### src/rtl/mem_store_buffer.sv
// Posted-write store buffer for the MEM stage: queues stores, drains them when the
// memory port is free, and forwards buffered data to loads with zero latency.
module mem_store_buffer #(
    parameter int DEPTH = 4,
    parameter int AW    = 32
) (
    input  logic          clk,
    input  logic          clrn,
    input  logic [AW-1:0] mr,
    input  logic [31:0]   mqb,
    input  logic          mwmem,
    input  logic          mm2reg,
    input  logic          msync,
    input  logic [31:0]   dm_do,
    output logic [AW-1:0] dm_addr,
    output logic [31:0]   dm_data,
    output logic          dm_we,
    output logic [31:0]   mdo,
    output logic          stall,
    output logic          empty
);

    localparam int PW = $clog2(DEPTH);
    localparam int CW = PW + 1;

    logic [AW-3:0] entry_addr [DEPTH];
    logic [31:0]   entry_data [DEPTH];
    logic [PW-1:0] head;
    logic [PW-1:0] tail;
    logic [CW-1:0] count;

    logic          full;
    logic          push;
    logic          pop;
    logic          fwd_hit;
    logic [31:0]   fwd_data;
    logic [PW-1:0] idx;
    logic          unused_byte_bits;

    assign unused_byte_bits = ^mr[1:0];

    assign empty = (count == '0);
    assign full  = (count == CW'(DEPTH));

    // Store cycles keep the port idle unless full or a barrier is pending.
    assign pop   = ~mm2reg & ~empty & (~mwmem | full | msync);
    assign push  = mwmem & ~full;
    assign stall = (msync & ~empty) | (mwmem & full);

    always_comb begin
        dm_addr = mr;
        dm_data = mqb;
        dm_we   = 1'b0;
        if (pop) begin
            dm_addr = {entry_addr[head], 2'b00};
            dm_data = entry_data[head];
            dm_we   = 1'b1;
        end
    end

    // Walk oldest to youngest so the youngest matching entry wins.
    always_comb begin
        fwd_hit  = 1'b0;
        fwd_data = '0;
        idx      = '0;
        for (int i = 0; i < DEPTH; i++) begin
            idx = head + PW'(i);
            if ((CW'(i) < count) && (entry_addr[idx] == mr[AW-1:2])) begin
                fwd_hit  = 1'b1;
                fwd_data = entry_data[idx];
            end
        end
    end

    assign mdo = (mm2reg && fwd_hit) ? fwd_data : dm_do;

    always_ff @(posedge clk) begin
        if (push) begin
            entry_addr[tail] <= mr[AW-1:2];
            entry_data[tail] <= mqb;
        end
    end

    always_ff @(posedge clk or negedge clrn) begin
        if (!clrn) begin
            head  <= '0;
            tail  <= '0;
            count <= '0;
        end else begin
            if (push) tail <= tail + PW'(1);
            if (pop)  head <= head + PW'(1);
            case ({push, pop})
                2'b10:   count <= count + CW'(1);
                2'b01:   count <= count - CW'(1);
                default: count <= count;
            endcase
        end
    end

endmodule

### config.mk
export PLATFORM = sky130hd
export DESIGN_NAME = mem_store_buffer
export DESIGN_NICKNAME = d
export VERILOG_FILES = /design/src/rtl/mem_store_buffer.sv
export SDC_FILE = /design/constraint.sdc
export NUM_CORES = 1
export LEC_CHECK = 0
export ABC_AREA = 1
export BUFFER_PORTS_ARGS = -buffer_cell sky130_fd_sc_hd__buf_4
export CAP_MARGIN = 15
export CORE_MARGIN = 2
export CORE_UTILIZATION = 45
export DETAILED_ROUTE_END_ITERATION = 8
export PLACE_DENSITY = 0.75
export SLEW_MARGIN = 5
export SYNTH_ARGS = -nofsm -noshare
export SYNTH_HDL_FRONTEND = slang
export SYNTH_SLANG_ARGS = --single-unit
export TNS_END_PERCENT = 10
### constraint.sdc
create_clock -name clk -period 8.3 [get_ports clk]
set_input_delay 0.415 -clock clk [delete_from_list [all_inputs] [get_ports clk]]
set_output_delay 0.415 -clock clk [all_outputs]
set_load 0.05 [all_outputs]
==> load_flow_metrics.sql <==
INSERT INTO impl_metrics (metric_group, metric, value, unit) VALUES
('synthesis', 'ys_seq_elements', '255', ''),
('sta', 'finalWorstSetupSlack', '1980', 'ps'),
('clock_network', 'cts_sinks', '255', ''),
('clock_network', 'ctsHtreeMaxLevel', '1', ''),
('sta', 'report.final.setup_viol', '0', ''),
('sta', 'fin_crit', '6320', 'ps'),
('sta', 'max_freq', '158', 'MHz'),
('route', 'num_vias', '19100', ''),
('synthesis', 'synth.net_count', '2959', ''),
('placed_design', 'hpwlAfterDp', '40.4', 'mm'),
('die', 'chipWidth', '208', 'um'),
('global_routing', 'antenna_found_initial', '4', ''),
('min_path', 'worst_hold_path_type', 'in2reg', ''),
('sta', 'tightest_slew', '1180', 'ps'),
('layout', 'multi_input_area', '0.00978', 'mm2'),
('synthesis', 'yosysTopAreaCell', 'sky130_fd_sc_hd__edfxtp_1', ''),
('placed_design', 'pre_cts_slack', '2630', 'ps'),
('sta', 'finalMaxSlewViolations', '0', ''),
('clock_network', 'cts_inserted_buffers', '27', ''),
('clock_network', 'root_buffer', 'sky130_fd_sc_hd__clkbuf_16', ''),
('power_and_ir_drop', 'p_per_area', '374', 'mW/mm2'),
('route', 'route.detailed.wl_per_inst', '16.9', 'um'),
('setup_path', 'critical_path_buf_inv_count', '4', ''),
('flow_run', 'maxCapViolations', '0', ''),
('sta', 'slew-limit-headroom', '21.3', '%'),
('placed_design', 'gp_congestion', '0.969', ''),
('synthesis', 'warning_count_from_the_yosys_run', '0', ''),
('setup_path', 'critPathRequiredTime', '7890', 'ps'),
('die', 'core.rowCount', '74', ''),
('sta', 'final.setup.tns', '0', 'ps'),
('setup_path', 'path_cells', 'inv_4, buf_4, nand2_1, nand3_1, nand2_1, nand2_1, nand2_1, nor2_1, nand2_1, nor2_1, nand2_1, nor2_4, buf_4, nor2_1, nand2_1, nand2_4, nor2_1, nand2_1, nand2_1, buf_4', ''),
('die', 'floorplan.initialDensity', '45.8', '%'),
('power_and_ir_drop', 'leakagePower', '10.6', 'nW'),
('layout', 'final_design_area_no_fill', '0.0212', 'mm2'),
('power_and_ir_drop', 'post-layout-total-power', '0.00792', 'W'),
('layout', 'final.fill_count', '3969', ''),
('clock_network', 'worstSkewPairLatency', '570', 'ps'),
('power_and_ir_drop', 'ir_drop', '0.304', 'mV'),
('global_routing', 'first_global_vias', '17900', ''),
('die', 'dieArea', '0.0433', 'mm2'),
('synthesis', 'part_of_the_yosys_area_used_for_sequential_elements', '40.7', '%'),
('setup_path', 'critPathMaxFanout', '101', ''),
('sta', 'finClkSkew', '6.92', 'ps'),
('route', 'drc', '0', ''),
('route', 'vias_per_cell', '5.45', ''),
('layout', 'final_nets', '3058', ''),
('global_routing', 'globalRouteMet2Util', '44.3', '%'),
('global_routing', 'grt_util_all_layers', '26.5', '%'),
('synthesis', 'post_synth_inst_count', '2849', ''),
('setup_path', 'worst_path_dominant_cell_family', 'simple AND/OR/NAND/NOR gates', ''),
('setup_path', 'arrival', '5910', 'ps'),
('global_routing', 'grt_util_met1', '34.8', '%'),
('die', 'fp.coreArea', '0.0409', 'mm2'),
('clock_network', 'clk_pin_slew_worst_paths', '60', 'ps'),
('route', 'route.final.wire_length', '59.2', 'mm'),
('placed_design', 'placed_area', '0.0203', 'mm2'),
('route', 'detail_route.first_pass.iterations', '6', ''),
('setup_path', 'category_of_the_worst_setup_path_capture_point', 'output port', ''),
('sta', 'final-hold-violation-count', '0', ''),
('setup_path', 'critPathLaunchType', 'flip-flop', ''),
('global_routing', 'global_route.overflow_total', '0', ''),
('synthesis', 'ys_types', '28', ''),
('setup_path', 'worst_path_max_delay_cell', 'sky130_fd_sc_hd__buf_4', ''),
('layout', 'register_area', '0.00763', 'mm2'),
('die', 'io_pins', '200', ''),
('synthesis', 'yosys-top-cells-area', 'sky130_fd_sc_hd__edfxtp_1 (40%), sky130_fd_sc_hd__nand2_1 (30%), sky130_fd_sc_hd__nand3_1 (6.8%), sky130_fd_sc_hd__o21ai_0 (6.2%), sky130_fd_sc_hd__mux2i_1 (3.4%)', ''),
('setup_path', 'crit_top_cell', 'sky130_fd_sc_hd__nand2_1', ''),
('placed_design', 'io_buffer_count', '199', ''),
('global_routing', 'global_route_track_usage_on_met3', '3.32', '%'),
('sta', 'rsz0062_at_grt', 'false', ''),
('outcome', 'status', 'finished, final reports clean', '');
[stage by stage]
step,cells,util [%]
3_5_place_dp,3449,49.7
2_1_floorplan,2849,-
4_1_cts,3498,51.7
5_1_grt,3500,51.8
3_3_place_gp,3449,49.7
6_report,3500,51.8
[Yosys cell counts]
cell                       number
sky130_fd_sc_hd__a21oi_1        4
sky130_fd_sc_hd__and2_1         1
sky130_fd_sc_hd__buf_1         10
sky130_fd_sc_hd__buf_2         50
sky130_fd_sc_hd__buf_4         17
sky130_fd_sc_hd__buf_6          5
sky130_fd_sc_hd__clkbuf_1      65
sky130_fd_sc_hd__dfrtp_1        7
sky130_fd_sc_hd__edfxtp_1     248
sky130_fd_sc_hd__ha_1           9
sky130_fd_sc_hd__inv_1        170
sky130_fd_sc_hd__inv_2          1
sky130_fd_sc_hd__inv_4          2
sky130_fd_sc_hd__mux2i_1       64
sky130_fd_sc_hd__nand2_1     1505
sky130_fd_sc_hd__nand2_2        1
sky130_fd_sc_hd__nand2_4        3
sky130_fd_sc_hd__nand3_1      256
sky130_fd_sc_hd__nand4_1        7
sky130_fd_sc_hd__nor2_1       168
sky130_fd_sc_hd__nor2_2         2
sky130_fd_sc_hd__nor2_4         2
sky130_fd_sc_hd__nor3_1         2
sky130_fd_sc_hd__o21ai_0      231
sky130_fd_sc_hd__o21ai_1       13
sky130_fd_sc_hd__o21bai_1       1
sky130_fd_sc_hd__xnor2_1        2
sky130_fd_sc_hd__xor2_1         3
[final cells by class]
type	instances	share of cell area [%]
inverter	173	3.09
timing repair buffer	217	7.76
multi-input combinational	2274	46.1
antenna	1	0.0118
clock buffer	31	3.26
sequential	255	36.0
tap	532	3.14
clock inverter	17	0.614
[worst register-to-register path: cells and delay by family, from the launching register on]
family	cells	cell delay, ps
and+or+nand+nor	3	980
DFF	1	920
buffers and inverters	2	1420
AOI/OAI and AO/OA	1	90
[power by group]
part           internal (W)  switching [W]
combinational       0.00135        0.00355
clock              0.000630       0.000523
sequential          0.00171       0.000163
total               0.00369        0.00423
[final timing paths]
kind                            startpoint                to  slack, ps  cells past startpoint
worst min-delay path                mqb[9]  entry_data[3][9]         50                      1
worst max-delay path               head[0]            mdo[3]       1980                     20
worst max register to register     head[1]           head[1]       4820                      6
worst min register to register    count[0]          count[0]        560                      1
max in group asynchronous             clrn           head[0]       7960                      2
min in group asynchronous             clrn           head[1]        190                      2
[kinds of logic after synthesis]
| logic type | Yosys count | share of synthesized area, % |
|---|---|---|
| fa+ha+maj | 9 | 0.601 |
| simple gates | 1947 | 41.1 |
| buf+inv | 320 | 7.31 |
| xor+xnor | 5 | 0.234 |
| flops | 255 | 40.7 |
| mux | 64 | 3.42 |
| compound gates | 249 | 6.67 |
[cell usage in the layout (no fill, tap or decap), types with 5 or more instances in the layout]
cell | netlist | routed
sky130_fd_sc_hd__clkinv_2 | 0 | 10
sky130_fd_sc_hd__edfxtp_1 | 248 | 248
sky130_fd_sc_hd__ha_1 | 9 | 9
sky130_fd_sc_hd__o21ai_0 | 231 | 231
sky130_fd_sc_hd__inv_1 | 170 | 169
sky130_fd_sc_hd__nor2_1 | 168 | 164
sky130_fd_sc_hd__buf_4 | 17 | 215
sky130_fd_sc_hd__clkbuf_16 | 0 | 27
sky130_fd_sc_hd__o21ai_1 | 13 | 13
sky130_fd_sc_hd__nand2_1 | 1505 | 1504
sky130_fd_sc_hd__nor2_4 | 2 | 6
sky130_fd_sc_hd__mux2i_1 | 64 | 64
sky130_fd_sc_hd__nand3_1 | 256 | 256
sky130_fd_sc_hd__nand4_1 | 7 | 7
sky130_fd_sc_hd__dfrtp_1 | 7 | 5
[registers in the layout (all words and copies together), names as in the netlist]
register    flops
count           3
head            2
entry_data    128
tail            2
entry_addr    120
[metal layers]
metal	vias up	share of wire, %
met1	8693	41
met5	-	0.052
li1	9331	-
met3	150	8.2
met4	4	3.8
met2	914	46
[repair_timing]
item | 4_1_cts | 5_1_grt
endpoints found under the hold margin | 7 | 0
buffers inserted | 0 | 0
hold buffers | 1 | 0
Power figures use the tool's default switching activity.
